File: src/rtl/pipelined_skip_adder_pkg.sv
// Shared definitions for the pipelined carry-skip adder.
//   DEF_N / DEF_BLOCK / DEF_STAGES : default width, skip-group size and
//                                   pipeline depth.
//   signed_overflow()              : two's-complement overflow from the
//                                   operand and result sign bits. It is
//                                   reused by the other library adders.
package pipelined_skip_adder_pkg;

  localparam int DEF_N      = 32;
  localparam int DEF_BLOCK  = 4;
  localparam int DEF_STAGES = 2;

  // Overflow happens when both operands have the same sign and the result
  // sign differs from it. b_msb must be the effective (possibly inverted)
  // operand sign.
  function automatic logic signed_overflow(input logic a_msb,
                                           input logic b_msb,
                                           input logic s_msb);
    return (a_msb == b_msb) && (s_msb != a_msb);
  endfunction

endpackage

File: src/rtl/pipelined_skip_adder_skip_group.sv
// One carry-skip group: a BLOCK-bit ripple adder plus a group propagate
// AND and the skip mux.
//   a, b : group operand slices
//   cin  : carry into the group
//   sum  : group sum bits
//   cout : carry out of the group
module pipelined_skip_adder_skip_group #(
  parameter int BLOCK = 4
) (
  input  logic [BLOCK-1:0] a,
  input  logic [BLOCK-1:0] b,
  input  logic             cin,
  output logic [BLOCK-1:0] sum,
  output logic             cout
);

  logic [BLOCK:0] rc;
  logic           p;

  always_comb begin
    rc    = '0;
    sum   = '0;
    rc[0] = cin;
    for (int i = 0; i < BLOCK; i++) begin
      sum[i]  = a[i] ^ b[i] ^ rc[i];
      rc[i+1] = (a[i] & b[i]) | (rc[i] & (a[i] ^ b[i]));
    end
  end

  // When every bit propagates, the group carry out equals cin. The mux lets
  // the carry bypass the ripple chain, so the skip path is the carry path.
  assign p    = &(a ^ b);
  assign cout = p ? cin : rc[BLOCK];

endmodule

File: src/rtl/pipelined_skip_adder.sv
// Pipelined carry-skip adder/subtractor with valid/ready streaming ports.
//   clk, rst_n          : clock (rising edge), asynchronous active-low reset
//   in_valid / in_ready : operand beat handshake
//   A, B, Cin, Sub      : operands; Sub=1 gives A-B and ignores Cin
//   out_valid/out_ready : result handshake
//   Sum, Cout, Overflow : result, MSB carry (1 = no borrow), signed overflow
//
// Handshake: a beat transfers on a rising edge where valid and ready are both
// high. A producer holding valid keeps its data stable until the transfer.
// out_valid and the result hold while out_ready is low. in_ready may depend
// combinationally on out_ready.
//
// The N/BLOCK groups are split evenly over STAGES register stages. Stage k
// computes its G groups from the carry registered by stage k-1 and passes
// the partial Sum, the operands and its carry to the next stage.
module pipelined_skip_adder
  import pipelined_skip_adder_pkg::*;
#(
  parameter int N      = DEF_N,
  parameter int BLOCK  = DEF_BLOCK,
  parameter int STAGES = DEF_STAGES
) (
  input  logic         clk,
  input  logic         rst_n,
  input  logic         in_valid,
  output logic         in_ready,
  input  logic [N-1:0] A,
  input  logic [N-1:0] B,
  input  logic         Cin,
  input  logic         Sub,
  output logic         out_valid,
  input  logic         out_ready,
  output logic [N-1:0] Sum,
  output logic         Cout,
  output logic         Overflow
);

  localparam int GROUPS = N / BLOCK;
  localparam int G      = GROUPS / STAGES;  // groups per stage
  localparam int SW     = G * BLOCK;        // bits completed per stage
  localparam int LAST   = STAGES - 1;

  if ((N % BLOCK) != 0) begin : g_bad_block
    $error("pipelined_skip_adder: N must be a multiple of BLOCK");
  end
  if ((GROUPS % STAGES) != 0) begin : g_bad_stages
    $error("pipelined_skip_adder: N/BLOCK must be a multiple of STAGES");
  end

  // Stage registers
  logic [STAGES-1:0] v_q;
  logic [STAGES-1:0] c_q;
  logic [N-1:0]      a_q   [STAGES];
  logic [N-1:0]      bx_q  [STAGES];
  logic [N-1:0]      sum_q [STAGES];
  logic              rdy_q;  // low until the first edge after reset release

  // Stage inputs: stage 0 takes the conditioned port operands, and stage k
  // takes register k-1.
  logic [STAGES-1:0] v_src;
  logic [STAGES-1:0] c_src;
  logic [N-1:0]      a_src   [STAGES];
  logic [N-1:0]      bx_src  [STAGES];
  logic [N-1:0]      sum_src [STAGES];

  // Stage outputs, captured by the stage register when it advances
  logic [STAGES-1:0] c_nx;
  logic [N-1:0]      sum_nx [STAGES];

  logic [STAGES-1:0] adv;

  // Subtract is A + ~B + 1.
  assign a_src[0]   = A;
  assign bx_src[0]  = Sub ? ~B : B;
  assign c_src[0]   = Sub | Cin;
  assign sum_src[0] = '0;
  assign v_src[0]   = in_valid & in_ready;

  for (genvar k = 1; k < STAGES; k++) begin : g_link
    assign a_src[k]   = a_q[k-1];
    assign bx_src[k]  = bx_q[k-1];
    assign c_src[k]   = c_q[k-1];
    assign sum_src[k] = sum_q[k-1];
    assign v_src[k]   = v_q[k-1];
  end

  // Stage k can take new data unless it and every stage after it are full
  // while the output is stalled. This is the advance chain without a
  // combinational loop through adv.
  for (genvar k = 0; k < STAGES; k++) begin : g_adv
    assign adv[k] = out_ready | ~(&v_q[LAST:k]);
  end

  assign in_ready = rdy_q & adv[0];

  for (genvar k = 0; k < STAGES; k++) begin : g_stage
    logic [G:0]    cc;
    logic [SW-1:0] part;
    logic [N-1:0]  merged;

    assign cc[0] = c_src[k];

    for (genvar g = 0; g < G; g++) begin : g_grp
      pipelined_skip_adder_skip_group #(.BLOCK(BLOCK)) u_grp (
        .a    (a_src[k][(k*G+g)*BLOCK +: BLOCK]),
        .b    (bx_src[k][(k*G+g)*BLOCK +: BLOCK]),
        .cin  (cc[g]),
        .sum  (part[g*BLOCK +: BLOCK]),
        .cout (cc[g+1])
      );
    end

    always_comb begin
      merged            = sum_src[k];
      merged[k*SW +: SW] = part;
    end

    assign sum_nx[k] = merged;
    assign c_nx[k]   = cc[G];
  end

  always_ff @(posedge clk or negedge rst_n) begin
    if (!rst_n) begin
      rdy_q <= 1'b0;
      v_q   <= '0;
      c_q   <= '0;
      for (int k = 0; k < STAGES; k++) begin
        a_q[k]   <= '0;
        bx_q[k]  <= '0;
        sum_q[k] <= '0;
      end
    end else begin
      rdy_q <= 1'b1;
      for (int k = 0; k < STAGES; k++) begin
        if (adv[k]) begin
          v_q[k]   <= v_src[k];
          c_q[k]   <= c_nx[k];
          a_q[k]   <= a_src[k];
          bx_q[k]  <= bx_src[k];
          sum_q[k] <= sum_nx[k];
        end
      end
    end
  end

  assign out_valid = v_q[LAST];
  assign Sum       = sum_q[LAST];
  assign Cout      = c_q[LAST];
  assign Overflow  = signed_overflow(a_q[LAST][N-1], bx_q[LAST][N-1],
                                     sum_q[LAST][N-1]);

endmodule
File: config.mk
export PLATFORM = sky130hd
export DESIGN_NAME = pipelined_skip_adder
export DESIGN_NICKNAME = d
export VERILOG_FILES = /design/src/rtl/pipelined_skip_adder_pkg.sv /design/src/rtl/pipelined_skip_adder_skip_group.sv /design/src/rtl/pipelined_skip_adder.sv
export SDC_FILE = /design/constraint.sdc
export NUM_CORES = 1
export LEC_CHECK = 0
export ABC_AREA = 1
export ABC_CLOCK_PERIOD_IN_PS = 11800
export BUFFER_PORTS_ARGS = -buffer_cell sky130_fd_sc_hd__buf_2
export CAP_MARGIN = 20
export CORE_MARGIN = 2
export CORE_UTILIZATION = 50
export CTS_CLUSTER_DIAMETER = 80
export DETAILED_ROUTE_END_ITERATION = 8
export PLACE_DENSITY = 0.74
export RECOVER_POWER = 50
export SYNTH_ARGS = -nofsm -noshare
export SYNTH_HDL_FRONTEND = slang
export SYNTH_SLANG_ARGS = --single-unit
File: constraint.sdc
create_clock -name clk -period 11.8 [get_ports clk]
set_input_delay 2.36 -clock clk [delete_from_list [all_inputs] [get_ports clk]]
set_output_delay 2.36 -clock clk [all_outputs]
set_load 0.01 [all_outputs]
== Word-level counts from Yosys, hierarchy flattened ==
Cells that the tools add are included.

* Register bits after elaboration: 181
* Bits of input ports: 70

* Equality and inequality tests: 2
* Multiplexer cells: 9
* Bitwise operators: 176
* Reductions and logical operators: 10

{| class="wikitable"
|+ Operators by type and width
! operator !! number
|-
| $and A1 B1 Y1 || 66
|-
| $xor A1 B1 Y1 || 64
|-
| $or A1 B1 Y1 || 35
|-
| $mux W32 || 1
|-
| $not A32 Y32 || 1
|-
| $reduce_and A4 Y1 || 8
|-
| $xor A4 B4 Y4 || 8
|-
| $mux W1 || 8
|-
| $not A1 Y1 || 2
|-
| $reduce_and A2 Y1 || 1
|-
| $eq A1 B1 Y1 || 1
|-
| $logic_and A1 B1 Y1 || 1
|-
| $ne A1 B1 Y1 || 1
|}

== Depth between registers and ports, before layout ==
Gate-level depths: netlist of the first run.

* Depth in word-level cells: 39
* Depth in mapped cells: 42
* Mapped depth without buffers: 41

== Cells and area by module ==
A second synthesis of the first run with hierarchy kept.

* Cells, all modules: 655
* Area total of the unflattened synthesis: 5331.4 um^2

{| class="wikitable"
|+ Modules (own cells, without submodules)
! module !! instances !! cells an instance !! area an instance (um^2)
|-
| pipelined_skip_adder || 1 || 463 || 3799.9
|-
| pipelined_skip_adder_skip_group || 8 || 24 || 191.4
|}

== Worst setup path before layout of the first run ==
Ideal clock, no wire load.

* Path kind: input to register
* Start point: input port Sub
* End point: register c_q[0]
* Setup time: 0.116 ns
* Arrival time: 9.061 ns
* Setup slack: 2.623 ns
* Stages: 42
* Path buffers: 2
* Path through: buf_2 > buf_2 > xnor2_1 > fa_1 > inv_1 > fa_1 > inv_1 > fa_1 > inv_1 > fa_1 > o21ai_0 > and2_1 > fa_1 > inv_1 > fa_1 > inv_1 > fa_1 > inv_1 > [6 not listed] > fa_1 > inv_1 > fa_1 > inv_1 > fa_1 > o21ai_0 > and2_1 > fa_1 > inv_1 > fa_1 > inv_1 > fa_1 > inv_1 > fa_1 > nor2_1 > nor2_1 > nand2_1 > nand2_1

* Cells in the longest elaborated chain, start to end: 38
* Elaborated cells between the ends (all ways): 78

{| class="wikitable"
|+ RTL lines
! item !! RTL line !! text
|-
| from (decl) || pipelined_skip_adder.sv:30 || <nowiki>input logic Sub,</nowiki>
|-
| $mux W32 || pipelined_skip_adder.sv:74 || <nowiki>assign bx_src[0] = Sub ? ~B : B;</nowiki>
|-
| $xor A1 B1 Y1 || pipelined_skip_adder_skip_group.sv:26 || <nowiki>rc[i+1] = (a[i] & b[i]) | (rc[i] & (a[i] ^ b[i]));</nowiki>
|-
| $and A1 B1 Y1 || pipelined_skip_adder_skip_group.sv:26 ||
|-
| $or A1 B1 Y1 || pipelined_skip_adder_skip_group.sv:26 ||
|-
| $and A1 B1 Y1 || pipelined_skip_adder_skip_group.sv:26 ||
|-
| $or A1 B1 Y1 || pipelined_skip_adder_skip_group.sv:26 ||
|-
| $and A1 B1 Y1 || pipelined_skip_adder_skip_group.sv:26 ||
|-
| $or A1 B1 Y1 || pipelined_skip_adder_skip_group.sv:26 ||
|-
| [22 not listed] || -- ||
|-
| $or A1 B1 Y1 || pipelined_skip_adder_skip_group.sv:26 ||
|-
| $and A1 B1 Y1 || pipelined_skip_adder_skip_group.sv:26 ||
|-
| $or A1 B1 Y1 || pipelined_skip_adder_skip_group.sv:26 ||
|-
| $and A1 B1 Y1 || pipelined_skip_adder_skip_group.sv:26 ||
|-
| $or A1 B1 Y1 || pipelined_skip_adder_skip_group.sv:26 ||
|-
| $and A1 B1 Y1 || pipelined_skip_adder_skip_group.sv:26 ||
|-
| $or A1 B1 Y1 || pipelined_skip_adder_skip_group.sv:26 ||
|-
| $mux W1 * || pipelined_skip_adder_skip_group.sv:33 || <nowiki>assign cout = p ? cin : rc[BLOCK];</nowiki>
|-
| to (signal, indexed assignment) || pipelined_skip_adder.sv:137 || <nowiki>c_q[k] <= c_nx[k];</nowiki>
|-
| to (decl) || pipelined_skip_adder.sv:52 || <nowiki>logic [STAGES-1:0] c_q;</nowiki>
|}

Mark *: on every way between the ends. The rest lies on a longest branch, timed or not.
A chain may end at the register's enable or synchronous reset.

== Worst setup path in the final report of the first run ==
* Start point: input port Sub
* End point: register sum_q, in the netlist g_stage[1].merged[15]

* Cells in the longest elaborated chain, start to end: 36
* Elaborated cells between the ends (all ways): 73

{| class="wikitable"
|+ RTL lines
! item !! RTL line !! text
|-
| $mux W32 || pipelined_skip_adder.sv:74 ||
|-
| $xor A1 B1 Y1 || pipelined_skip_adder_skip_group.sv:26 ||
|-
| $and A1 B1 Y1 || pipelined_skip_adder_skip_group.sv:26 ||
|-
| $or A1 B1 Y1 || pipelined_skip_adder_skip_group.sv:26 ||
|-
| $and A1 B1 Y1 || pipelined_skip_adder_skip_group.sv:26 ||
|-
| $or A1 B1 Y1 || pipelined_skip_adder_skip_group.sv:26 ||
|-
| $and A1 B1 Y1 || pipelined_skip_adder_skip_group.sv:26 ||
|-
| $or A1 B1 Y1 || pipelined_skip_adder_skip_group.sv:26 ||
|-
| [21 not listed] || -- ||
|-
| $and A1 B1 Y1 || pipelined_skip_adder_skip_group.sv:26 ||
|-
| $or A1 B1 Y1 || pipelined_skip_adder_skip_group.sv:26 ||
|-
| $and A1 B1 Y1 || pipelined_skip_adder_skip_group.sv:26 ||
|-
| $or A1 B1 Y1 || pipelined_skip_adder_skip_group.sv:26 ||
|-
| $and A1 B1 Y1 || pipelined_skip_adder_skip_group.sv:26 ||
|-
| $or A1 B1 Y1 || pipelined_skip_adder_skip_group.sv:26 ||
|-
| $xor A1 B1 Y1 * || pipelined_skip_adder_skip_group.sv:25 || <nowiki>sum[i] = a[i] ^ b[i] ^ rc[i];</nowiki>
|-
| net g_stage[0].g_grp[3].u_grp.sum[3] || pipelined_skip_adder_skip_group.sv:13 || <nowiki>output logic [BLOCK-1:0] sum,</nowiki>
|-
| to (signal, indexed assignment) || pipelined_skip_adder.sv:140 || <nowiki>sum_q[k] <= sum_nx[k];</nowiki>
|-
| to (decl) || pipelined_skip_adder.sv:55 || <nowiki>logic [N-1:0] sum_q [STAGES];</nowiki>
|}

The timed path passes the listed nets; every way through them passes the cells marked *.

==> results.yml, run 1 <==
outcome:
  status: "finished with violations"
  violations: "max-capacitance violations, max-slew violations"
grt:
  grt_usage_pct: 19.82
  grt_max_degree: 88
  grt_pass1_wl_mm: 16.13
  grt_pass1_vias: 3506
  antenna_found_initial: 0
  grt_overflow: 0
critical_path:
  critPathMaxFanout: 33
  r2r_cells: 39
  cp-start-kind: "input pin"
  crit_top_cell: "fa_1"
  slowest_delay_ns: 0.70
  crit_type: "input pin to flop"
  critPathCaptureType: "flop"
  crit_arrival_ns: 9.76
  crit_slowest_cell: "buf_2"
  cp.required_ns: 12.02
clock_tree:
  cts-resized-gates: 0
  insertion_delay_ns: 0.35
  tritoncts: "yes"
  numCtsBuffers: 9
  postCtsHoldBufs: 0
  clock-sinks: 87
  path_clk_slew_ns: 0.08
  cts-htree-levels: 3
  clockRootBuffer: "clkbuf_8"
  cts_setup_buffers: 0
  clk_path_buf_depth: 2
die:
  dieArea_sq_um: 10710
  die_y_microns: 103.5
  initial_core_util_pct: 51.11
  core_sq_um: 9684
  die_width_microns: 103.5
  ios: 106
  row_count: 36
logic_synthesis:
  synth_common_cells: "nand2_1, dfrtp_1, inv_1"
  syn-num-nets: 664
  synth.top_cell.area_share_pct: 43.98
  avgSynthCellArea_sq_um: 9.339
  synth_edf_count: 0
  ys_ff_latch: 87
  yosysMostFrequentCell: "nand2_1"
  synth_area_sq_um: 4950
  synth_warnings: 0
  synthArstFlopShare_pct: 100.0
  synth_cells: 530
  yosysTopAreaCell: "dfrtp_1"
  synthFlopType: "dfrtp_1"
  yosysUniqueCellTypes: 21
  yosysSeqAreaShare_pct: 43.98
  synthTopCellsByArea: "dfrtp_1, fa_1, nand2_1"
timing:
  period_share_pct: 80.88
  worst_pin_slew_ns: 3.396
  skew_ns: 0.007825
  hold_viol_final: 0
  grt_setup_unrepaired: "no"
  fin_setup_tns_ns: 0
  max_clock_freq_ghz: 0.1048
  max_slew_margin_pct: -126.4
  setup_viol: 0
  fin_crit_ns: 9.544
  slew_violations: 123
finish:
  drive_gt1_share_pct: 19.12
  nFillCells: 879
  regArea_sq_um: 2177
  fin_util_pct: 58.97
  final_cells: 766
  areaGrowthSynthToFinish_pct: 15.37
  nets: 763
  antennaDiodeCount: 0
  multi_input_area_sq_um: 2396
power:
  pwr-share-comb_pct: 31.1
  clkPwrFrac_pct: 20.8
  p_sw_mw: 0.3028
  swShare_pct: 34.84
  peakVddDrop_v: 0.00005990
  p_leak_nw: 2.987
  pwr-share-seq_pct: 48.1
  internal_power_mw: 0.5663
  p_per_area_nw_per_um2: 152.2
  total_power_mw: 0.8690
placement:
  place.port_buffers: 105
  routabilityCongestion: 0.8180
  hpwl_mm: 7.061
  post-place-cells: 750
routing:
  routed_wl_mm: 9.729
  drtIter0Drc: 108
  antenna_left: 0
  dr.pass1.iters: 4
  via_per_inst: 4.645
  drc: 0
  routedWlPerCell_microns: 12.70
  vias: 3558
worst_hold_path:
  hp-class: "flop to flop"
  hold_depth: 2
flow_run:
  cap_viol_max_count: 2
registers in the layout, indices dropped and copies added (netlist names):
name	cells
Sum	32
a_q	17
bx_q	17
g_stage.merged	16
c_q	2
v_q	2
rdy_q	1
final timing paths:
kind	end	from	slack (ns)
setup / recovery	g_stage[1].merged[15]	Sub	2.26
hold / removal	Sum[10]	g_stage[1].merged[10]	0.47
setup reg to reg	c_q[1]	a_q[48]	4.99
hold reg to reg	Sum[10]	g_stage[1].merged[10]	0.47
max in group asynchronous	bx_q[60]	rst_n	5.82
min in group asynchronous	a_q[49]	rst_n	2.20
metal layers:
metal | vias to the layer above | part of all wire (%) | track usage [%]
met2 | 76 | 51 | 33.20
li1 | 1774 | - | -
met5 | - | 0 | 0
met1 | 1691 | 44 | 26.10
met3 | 17 | 3.5 | 2.823
met4 | 0 | 2.1 | 7.996
stage by stage:
step                instance area, sq um  setup slack [ns]  hold WS, ns
finish                              5710             2.256       0.4686
global route                        5710             1.638       0.4994
global placement                    5557             2.043       0.4546
CTS                                 5720             2.205       0.4706
floorplan                           4950             2.623       0.4422
detailed placement                  5557             1.840       0.4520
worst max-delay path: cells and delay by family:
kind	cells	cell delay, ns
compound gates	3	0.26
fa+ha+maj	16	4.57
buf+inv	15	1.65
simple gates	6	0.90
power by group through the flow:
stage	sequential, mW	clock, mW	combinational (mW)
after global placement	0.420	0	0.265
after floorplan	0.439	0	0.145
after global routing	0.428	0.197	0.315
after CTS	0.418	0.184	0.277
after detailed placement	0.423	0	0.276
final	0.418	0.181	0.270
kinds of logic (layout without fill, tap and decap cells):
logic type,count (synthesis),after routing,synth area share (%)
AOI/OAI and AO/OA,63,63,6.421
xor gates and xnor gates,32,32,5.662
adders and majority gates,64,64,21.03
buffers and inverters,93,196,7.609
DFF,87,87,43.98
other,1,1,0.07576
and+or+nand+nor,190,190,15.22
final cells by class:
type	count	area share (%)
multi-input combinational	350	41.96
sequential	87	38.12
timing repair buffer	108	9.334
inverter	73	4.798
tap	133	2.914
clock buffer	11	2.476
clock inverter	4	0.3944
placed cells by master, fill, tap and decap left out:
cell type / n
a21oi_1: 1
and2_1: 4
buf_2: 99
buf_4: 1
clkbuf_1: 9
clkbuf_8: 10
clkinv_2: 3
clkinvlp_4: 1
conb_1: 1
dfrtp_1: 87
fa_1: 32
ha_1: 32
inv_1: 71
inv_2: 2
nand2_1: 160
nand3_1: 6
nor2_1: 15
nor2_4: 2
o21ai_0: 45
o21ai_1: 16
o21bai_1: 1
or2_2: 3
xnor2_1: 24
xor2_1: 8
Note: power is estimated with default switching activity, not from simulation.
==> run 2, diff against run 1 <==
--- a/config.mk
+++ b/config.mk
@@ -6,7 +6,7 @@
 export NUM_CORES = 1
 export LEC_CHECK = 0
 export ABC_AREA = 1
-export ABC_CLOCK_PERIOD_IN_PS = 11800
+export ABC_CLOCK_PERIOD_IN_PS = 9100
 export BUFFER_PORTS_ARGS = -buffer_cell sky130_fd_sc_hd__buf_2
 export CAP_MARGIN = 20
 export CORE_MARGIN = 2
==> constraint.sdc (replaced) <==
create_clock -name clk -period 9.1 [get_ports clk]
set_input_delay 1.82 -clock clk [delete_from_list [all_inputs] [get_ports clk]]
set_output_delay 1.82 -clock clk [all_outputs]
set_load 0.01 [all_outputs]
==> results.yml, run 2 (synthesis results as in run 1) <==
clock_tree:
  clock-sinks: 87
  path_clk_slew_ns: 0.09
  insertion_delay_ns: 0.35
  cts_setup_buffers: 0
  numCtsBuffers: 9
  cts-htree-levels: 3
  clk_path_buf_depth: 2
  cts-resized-gates: 0
  tritoncts: "yes"
  postCtsHoldBufs: 0
  clockRootBuffer: "clkbuf_8"
power:
  pwr-share-comb_pct: 29.4
  peakVddDrop_v: 0.00009397
  pwr-share-seq_pct: 45.2
  internal_power_mw: 0.8018
  p_sw_mw: 0.3981
  clkPwrFrac_pct: 25.4
  p_leak_nw: 3.027
  swShare_pct: 33.18
  p_per_area_nw_per_um2: 207.3
routing:
  via_per_inst: 4.664
  vias: 3582
  routed_wl_mm: 9.895
  routedWlPerCell_microns: 12.88
  antenna_left: 0
  drtIter0Drc: 110
  dr.pass1.iters: 4
  drc: 0
timing:
  grt_setup_unrepaired: "no"
  period_share_pct: 94.36
  max_slew_margin_pct: -162.1
  timing.hold.ws_ns: 0.4768
  max_clock_freq_ghz: 0.1165
  setup_viol: 0
  fin_setup_tns_ns: 0
  slew_violations: 132
  worst_pin_slew_ns: 3.931
  skew_ns: 0.008793
  fin_crit_ns: 8.587
  hold_viol_final: 0
worst_hold_path:
  hold_path_startpoint: "g_stage[1].merged[8]"
  min_to: "Sum[8]"
  hold_depth: 2
  hp-class: "flop to flop"
grt:
  antenna_found_initial: 0
  grt_overflow: 0
  grt_pass1_wl_mm: 16.41
  grt_max_degree: 88
  grt_usage_pct: 20.03
  grt_pass1_vias: 3648
die:
  die_width_microns: 103.5
  die_y_microns: 103.5
  core_sq_um: 9684
  initial_core_util_pct: 51.11
  row_count: 36
  dieArea_sq_um: 10710
  ios: 106
outcome:
  status: "finished with violations"
  violations: "max-capacitance violations, max-slew violations"
flow_run:
  cap_viol_max_count: 2
finish:
  nFillCells: 862
  final_cell_mix: "nand2_1, buf_2, dfrtp_1"
  layout_commonest_cell: "nand2_1"
  largest_register_ff_count: 32
  drive_gt1_share_pct: 19.69
  antennaDiodeCount: 0
  nets: 764
  areaGrowthSynthToFinish_pct: 16.96
critical_path:
  critPathCaptureType: "flop"
  cp.required_ns: 9.34
  crit_type: "input pin to flop"
  r2r_cells: 39
  worstReg2RegStart: "a_q[48]"
  crit_arrival_ns: 8.83
  critPathMaxFanout: 4
  cp-start-kind: "input pin"
  rrSetupSlack_ns: 2.41
  crit_slowest_cell: "fa_1"
  r2r_end: "c_q[1]"
  crit_top_cell: "fa_1"
  slowest_delay_ns: 0.40
placement:
  hpwl_mm: 7.106
  place.port_buffers: 105
  routabilityCongestion: 0.7568
run 2: cell types whose count changed in the layout (fill, tap and decap cells not counted), sizes merged:
cell	delta
clkinv	-1
inv	+1
clkinvlp	-1
bufinv	+2
clkbuf	+1
run 2: per-stage QoR:
step | total power, mW | utilization (%) | cells | instance area, sq um | worst slack [ns]
CTS | 1.214 | 59.83 | 767 | 5794 | 0.4432
floorplan | 0.7563 | - | 530 | 4950 | 0.4625
finish | 1.200 | 59.78 | 768 | 5789 | 0.5129
detailed placement | 0.9067 | 57.45 | 751 | 5564 | 0.05756
global route | 1.297 | 59.78 | 768 | 5789 | 0.04013
global placement | 0.8892 | 57.45 | 751 | 5564 | 0.3599
run 2: final cells by class:
type / count / area [sq um] / share of cell area [%]
multi-input cells: 350 / 2402 / 41.50
flip-flops and latches: 87 / 2177 / 37.61
repair buffers: 109 / 539.3 / 9.315
inverters: 73 / 274.0 / 4.733
well taps: 133 / 166.4 / 2.874
clock buffers: 11 / 151.4 / 2.615
clock inverters: 5 / 78.83 / 1.362
run 2: layer usage:
layer	global-route usage, %	vias to the layer above	share of wire (%)
li1	-	1778	-
met1	25.59	1736	44
met2	34.69	58	52
met3	3.293	10	2.6
met4	6.883	0	1.4
met5	0	-	0
run 2: how the worst max path moves through the flow:
stage	slack [ns]	from	endpoint	cells after the start
after floorplan	0.46	Sub	c_q[0]	42
after global placement	0.36	Sub	c_q[0]	42
after global routing	0.04	Sub	c_q[0]	42
after detailed placement	0.06	Sub	c_q[0]	42
after CTS	0.44	Sub	c_q[0]	42
final	0.51	Sub	c_q[0]	42
run 2: power by group through the flow:
stage                     sequential, mW  combinational (mW)  clock (mW)
after floorplan                    0.569               0.188           0
after global placement             0.544               0.345           0
after detailed placement           0.548               0.359           0
after CTS                          0.541               0.361       0.312
after global routing               0.555               0.415       0.327
final                              0.542               0.353       0.305
run 2: critical path: cells and delay by family:
family          cells  cell delay [ns]
buf+inv            15             1.05
simple gates        9             1.39
compound gates      2             0.19
fa+ha+maj          16             4.37
